$ cat src/rtl/vga_pkg.sv
// rtl/vga_pkg.sv - shared constants for the VGA pixel pipeline
package vga_pkg;
    localparam int         PIX_W     = 8;
    localparam int         GRAD_W    = 11;
    localparam int         SOBEL_LAT = 3;
    localparam logic [7:0] THR_RESET = 8'd128;
endpackage

$ cat src/rtl/sobel_kernel.sv
// rtl/sobel_kernel.sv - 3-stage Sobel arithmetic: weighted sums, abs, magnitude, saturate, compare
//
// Ports:
//   pclk, rst        pixel clock, asynchronous active-high reset
//   p11..p33         window pixels, p<row><col>; row 1 oldest, col 1 newest
//   thr              active threshold applied at stage 3
//   keep             pixel-valid-and-not-border, aligned with the stage-2 registers
//   mag              min(|Gx|+|Gy|, 2^PW-1), zero when keep was low
//   edge_px          all-ones when the full magnitude >= thr, zero when keep was low
module sobel_kernel
    import vga_pkg::*;
#(
    parameter int PW = PIX_W
) (
    input  logic          pclk,
    input  logic          rst,
    input  logic [PW-1:0] p11,
    input  logic [PW-1:0] p12,
    input  logic [PW-1:0] p13,
    input  logic [PW-1:0] p21,
    input  logic [PW-1:0] p23,
    input  logic [PW-1:0] p31,
    input  logic [PW-1:0] p32,
    input  logic [PW-1:0] p33,
    input  logic [PW-1:0] thr,
    input  logic          keep,
    output logic [PW-1:0] mag,
    output logic [PW-1:0] edge_px
);
    localparam int SW = PW + 2;   // a + 2b + c
    localparam int GW = PW + 3;   // signed difference of two sums

    function automatic logic [SW-1:0] wsum(input logic [PW-1:0] a,
                                           input logic [PW-1:0] b,
                                           input logic [PW-1:0] c);
        return SW'(a) + SW'({b, 1'b0}) + SW'(c);
    endfunction

    logic [SW-1:0] sx_l, sx_r, sy_b, sy_t;
    logic [GW-1:0] ax, ay;

    logic signed [GW-1:0] gx, gy;
    logic [GW-1:0]        m;

    assign gx = $signed({1'b0, sx_l}) - $signed({1'b0, sx_r});
    assign gy = $signed({1'b0, sy_b}) - $signed({1'b0, sy_t});
    assign m  = ax + ay;

    always_ff @(posedge pclk or posedge rst) begin
        if (rst) begin
            sx_l    <= '0;
            sx_r    <= '0;
            sy_b    <= '0;
            sy_t    <= '0;
            ax      <= '0;
            ay      <= '0;
            mag     <= '0;
            edge_px <= '0;
        end else begin
            // stage 1: column sums for Gx, row sums for Gy
            sx_l <= wsum(p11, p21, p31);
            sx_r <= wsum(p13, p23, p33);
            sy_b <= wsum(p31, p32, p33);
            sy_t <= wsum(p11, p12, p13);
            // stage 2: absolute gradients
            ax <= gx[GW-1] ? $unsigned(-gx) : $unsigned(gx);
            ay <= gy[GW-1] ? $unsigned(-gy) : $unsigned(gy);
            // stage 3: compare uses the unsaturated magnitude
            if (keep) begin
                mag     <= (|m[GW-1:PW]) ? '1 : m[PW-1:0];
                edge_px <= (m >= GW'(thr)) ? '1 : '0;
            end else begin
                mag     <= '0;
                edge_px <= '0;
            end
        end
    end
endmodule

$ cat src/rtl/sobel_edge.sv
// rtl/sobel_edge.sv - Sobel edge detector on a 3x3 window with border suppression and sync delay
//
// Ports:
//   pclk, rst                       pixel clock, asynchronous active-high reset
//   line11_data..line33_data        window pixels, lineRC; R=1 oldest row, C=1 newest column
//   de_flag_line, hsync_line,
//   vsync_line                      controls aligned with the window
//   threshold                       edge threshold, sampled into thr_act during vsync
//   mag_sobel                       saturated gradient magnitude
//   data_sobel                      8'hFF edge / 8'h00 no edge
//   de_flag_sobel, hsync_sobel,
//   vsync_sobel                     controls delayed by SOBEL_LAT cycles
module sobel_edge
    import vga_pkg::*;
#(
    parameter logic VS_ACTIVE = 1'b0,
    parameter int   COL_W     = 11,
    parameter int   ROW_W     = 10
) (
    input  logic             pclk,
    input  logic             rst,
    input  logic [PIX_W-1:0] line11_data,
    input  logic [PIX_W-1:0] line12_data,
    input  logic [PIX_W-1:0] line13_data,
    input  logic [PIX_W-1:0] line21_data,
    input  logic [PIX_W-1:0] line22_data,
    input  logic [PIX_W-1:0] line23_data,
    input  logic [PIX_W-1:0] line31_data,
    input  logic [PIX_W-1:0] line32_data,
    input  logic [PIX_W-1:0] line33_data,
    input  logic             de_flag_line,
    input  logic             hsync_line,
    input  logic             vsync_line,
    input  logic [PIX_W-1:0] threshold,
    output logic [PIX_W-1:0] mag_sobel,
    output logic [PIX_W-1:0] data_sobel,
    output logic             de_flag_sobel,
    output logic             hsync_sobel,
    output logic             vsync_sobel
);
    logic [COL_W-1:0]     col_cnt;
    logic [ROW_W-1:0]     row_cnt;
    logic                 de_d;
    logic [PIX_W-1:0]     thr_act;
    logic [SOBEL_LAT-1:0] de_p, hs_p, vs_p;
    logic [SOBEL_LAT-2:0] keep_p;

    logic vs_on, de_fall, border;

    assign vs_on   = (vsync_line == VS_ACTIVE);
    assign de_fall = de_d & ~de_flag_line;
    // col_cnt holds the index of the pixel being accepted (cleared while de is low),
    // so indices 0 and 1 of each line and rows 0 and 1 of each frame hold stale data.
    assign border  = (col_cnt < COL_W'(2)) || (row_cnt < ROW_W'(2));

    always_ff @(posedge pclk or posedge rst) begin
        if (rst) begin
            col_cnt <= '0;
            row_cnt <= '0;
            de_d    <= 1'b0;
            thr_act <= THR_RESET;
            de_p    <= '0;
            hs_p    <= '0;
            vs_p    <= '0;
            keep_p  <= '0;
        end else begin
            de_d <= de_flag_line;

            if (!de_flag_line)
                col_cnt <= '0;
            else if (col_cnt != '1)
                col_cnt <= col_cnt + COL_W'(1);

            // vsync clear takes priority over a same-cycle line end
            if (vs_on)
                row_cnt <= '0;
            else if (de_fall && row_cnt != '1)
                row_cnt <= row_cnt + ROW_W'(1);

            if (vs_on)
                thr_act <= threshold;

            de_p   <= {de_p[SOBEL_LAT-2:0], de_flag_line};
            hs_p   <= {hs_p[SOBEL_LAT-2:0], hsync_line};
            vs_p   <= {vs_p[SOBEL_LAT-2:0], vsync_line};
            keep_p <= {keep_p[SOBEL_LAT-3:0], de_flag_line & ~border};
        end
    end

    assign de_flag_sobel = de_p[SOBEL_LAT-1];
    assign hsync_sobel   = hs_p[SOBEL_LAT-1];
    assign vsync_sobel   = vs_p[SOBEL_LAT-1];

    sobel_kernel #(.PW(PIX_W)) u_kernel (
        .pclk    (pclk),
        .rst     (rst),
        .p11     (line11_data),
        .p12     (line12_data),
        .p13     (line13_data),
        .p21     (line21_data),
        .p23     (line23_data),
        .p31     (line31_data),
        .p32     (line32_data),
        .p33     (line33_data),
        .thr     (thr_act),
        .keep    (keep_p[SOBEL_LAT-2]),
        .mag     (mag_sobel),
        .edge_px (data_sobel)
    );
endmodule
$ cat config.mk
export PLATFORM = sky130hd
export DESIGN_NAME = sobel_edge
export DESIGN_NICKNAME = d
export VERILOG_FILES = /design/src/rtl/vga_pkg.sv /design/src/rtl/sobel_kernel.sv /design/src/rtl/sobel_edge.sv
export SDC_FILE = /design/constraint.sdc
export NUM_CORES = 1
export LEC_CHECK = 0
export CAP_MARGIN = 10
export CORE_ASPECT_RATIO = 1.2
export CORE_MARGIN = 2
export CORE_UTILIZATION = 60
export DETAILED_ROUTE_END_ITERATION = 8
export PLACE_DENSITY_LB_ADDON = 0.08
export SYNTH_ARGS = -nofsm -noshare
export SYNTH_HDL_FRONTEND = slang
export SYNTH_SLANG_ARGS = --single-unit
$ cat constraint.sdc
create_clock -name pclk -period 8.55 [get_ports pclk]
set_input_delay 0.855 -clock pclk [delete_from_list [all_inputs] [get_ports pclk]]
set_output_delay 0.855 -clock pclk [all_outputs]
set_load 0.02 [all_outputs]
==> run_results.csv <==
group,metric,value,unit
outcome,status,"completed",
power_and_ir_drop,p_clk_share,15.2,%
logic_synthesis,synthTopCellsByCount,"dfrtp_1, ha_1, inv_1",
cells_and_area,final_cells,938,
run,cap_viol_max_count,0,
logic_synthesis,synth.area.top_cells,"dfrtp_1, ha_1, fa_1",
logic_synthesis,syn-instance-count,680,
timing,max_freq,300,MHz
logic_synthesis,synth.top_cell.area_share,37.7,%
timing,finalSetupViolCount,0,
clocking,cts_tree,"yes",
logic_synthesis,async_reset_ff_share,100,%
power_and_ir_drop,power.net_switching,1.14,mW
detailed_routing,via_per_inst,5.47,
cells_and_area,drive_gt1_share,5.02,%
cells_and_area,final_util,72.4,%
hold_path,worstHoldPathType,"reg -> reg",
clocking,cts_root_buf,"clkbuf_16",
logic_synthesis,synth_edf_count,0,
global_route,grt_pass1_vias,5430,
timing,period_needed,3.33,ns
power_and_ir_drop,cellPowerDensity,319,mW/mm2
timing,finClkSkew,0.00778,ns
detailed_routing,ant_nets,0,
power_and_ir_drop,max-vdd-ir-drop,158,uV
floorplanning,core,0.0120,mm2
detailed_routing,drc,0,
floorplanning,fp.dieW,105,um
clocking,htree_levels,3,
power_and_ir_drop,p_total,2.77,mW
critical_path,path_max_fanout,2,
logic_synthesis,synth_area,0.00730,mm2
logic_synthesis,ys_warn_count,0,
floorplanning,start_util,60.8,%
timing,slew_headroom,35.4,%
placed_design,dp.cells,922,
clocking,clockBufferDepth,2,
logic_synthesis,synth_top_flop_cell,"dfrtp_1",
clocking,path_clk_slew,0.07,ns
timing,finalMaxSlewViolations,0,
logic_synthesis,syn-num-nets,878,
cells_and_area,syn2layout_area_growth,19.0,%
placed_design,dp_hpwl,11700,um
cells_and_area,fill_cells,879,
timing,worstMarginPinSlew,0.969,ns
clocking,cts_resized,0,
critical_path,crit_path_end_kind,"register",
critical_path,cp.arrival,3.55,ns
global_route,globalRouteTotalUtil,23.5,%
logic_synthesis,synth_cell_types,60,
critical_path,criticalPathCategory,"in -> reg",
cells_and_area,final_nets,970,
detailed_routing,drtIter0Drc,249,
floorplanning,placementRows,44,
power_and_ir_drop,p_int,1.63,mW
critical_path,critPathRequiredTime,8.77,ns
detailed_routing,routed_wirelength,14500,um
timing,rsz0062_at_grt,"false",
cells_and_area,multiInputGateArea,0.00417,mm2
clocking,cts_setup_buffers,0,
cells_and_area,antenna_cells,0,
global_route,grt_max_degree,85,
clocking,numCtsBuffers,9,
timing,hold_violations,0,
cells_and_area,ff_latch_area,0.00278,mm2
power_and_ir_drop,p_leak,4.09,nW
floorplanning,die_h,125,um
logic_synthesis,ys_seq_area_share,38.1,%
logic_synthesis,syn_area_per_cell,10.7,um2
placed_design,dpl_worst_slack,4.84,ns
timing,finalWorstSetupSlack,5.22,ns
detailed_routing,wl_per_cell,15.4,um
detailed_routing,vias,5128,
detailed_routing,first_pass_iters,5,
placed_design,gp_congestion,0.934,
clocking,cts.hold.buffers_added,0,
timing,tns,0,ns
global_route,antenna_found_initial,0,
logic_synthesis,synth_top_cell_by_area,"dfrtp_1",
floorplanning,io_pins,104,
timing,finalCritPeriodShare,39.0,%
power_and_ir_drop,combPwrFrac,59.3,%
critical_path,critPathLaunchType,"input port",
global_route,grt_overflow,0,
placed_design,port_buffers,95,
logic_synthesis,yosysMostFrequentCell,"dfrtp_1",
clocking,clock_latency,0.35,ns
floorplanning,fp.dieArea,0.0131,mm2
clocking,cts_sinks,111,
power_and_ir_drop,swShare,41.3,%
global_route,grt_first_pass_wirelength,24500,um
power_and_ir_drop,pwr-share-seq,25.6,%
logic_synthesis,ys_ff_latch,111,
power groups by stage:
stage               Sequential, mW  Combinational (mW)  Clock, mW
floorplan                    0.699                1.29          0
finish                       0.709                1.64      0.421
detailed placement           0.719                1.61          0
CTS                          0.710                1.64      0.431
global route                 0.721                1.84      0.450
global placement             0.717                1.55          0
final cells by class:
class                           count  share of cell area, %
Multi-Input combinational cell    483                   48.0
Sequential cell                   111                   32.0
Timing Repair Buffer               96                   11.0
Inverter                           71                   3.10
Clock buffer                       10                   2.75
Tap cell                          161                   2.32
Clock inverter                      6                  0.792
layout by cell type, fill, tap and decap left out, types with 9 or more instances in the layout:
cell and n:
dfrtp_1 110, clkdlybuf4s50_1 95, ha_1 78, inv_1 70
xnor2_1 51, nand2_1 36, fa_1 35, a21oi_1 33
o21ai_0 32, a21o_1 28, xor2_1 25, nor2_1 23
and2_1 17, o21a_1 13, nand4_1 10, nor2b_1 9
nand3_1 9, mux2_2 9, clkbuf_16 9
logic make-up after synthesis:
kind of cell | count (synthesis) | synth area share [%]
compound gates | 143 | 13.2
simple gates | 140 | 10.2
fa+ha+maj | 113 | 23.0
flops | 111 | 38.1
buf+inv | 86 | 4.82
xor+xnor | 76 | 9.12
mux | 11 | 1.66
flip-flops by register name (all words and copies together), names as in the netlist, 8 cells and up:
signal         cells
col_cnt           11
u_kernel.ay       11
row_cnt           10
u_kernel.sy_b     10
u_kernel.sx_r     10
u_kernel.sy_t     10
u_kernel.sx_l     10
u_kernel.mag       8
u_kernel.ax       11
thr_act            8
critical path, cell delays in order:
cell	delay, ns
clkdlybuf4s50_1	0.56
fa_1	0.46
ha_1	0.23
inv_1	0.07
fa_1	0.20
nor2b_1	0.05
o21ai_0	0.28
a21boi_0	0.18
o21ai_0	0.17
nand2b_1	0.11
a21o_1	0.19
a21o_1	0.19
path summary, 6_finish.rpt:
kind                                          start                            end  slack [ns]  cells past startpoint
max                                  line31_data[1]     u_kernel.sx_l[9]$_DFF_PP0_        5.22                     12
min                               hs_p[0]$_DFF_PP0_              hs_p[1]$_DFF_PP0_        0.35                      0
max reg2reg                u_kernel.ay[0]$_DFF_PP0_  u_kernel.edge_px[6]$_DFF_PP0_        5.61                     14
min reg2reg                       hs_p[0]$_DFF_PP0_              hs_p[1]$_DFF_PP0_        0.35                      0
max in group asynchronous                       rst     u_kernel.sx_r[5]$_DFF_PP0_        6.45                      3
min in group asynchronous                       rst         row_cnt[5]$_DFFE_PP0P_        0.83                      2
stage by stage:
step	instance area, um2	hold slack (ns)
global route	8690	0.362
detailed placement	8380	0.337
CTS	8690	0.358
floorplan	7300	0.331
finish	8690	0.354
global placement	8380	0.334
per-layer routing:
metal / vias to the layer above / global-route usage (%) / share of wire, %
li1: 2507 / - / -
met4: 0 / 9.41 / 3.4
met1: 2455 / 24.8 / 38
met5: - / 0 / 0
met2: 135 / 45.5 / 55
met3: 31 / 4.03 / 4.2
No activity file was read; power rests on OpenSTA's default activity.
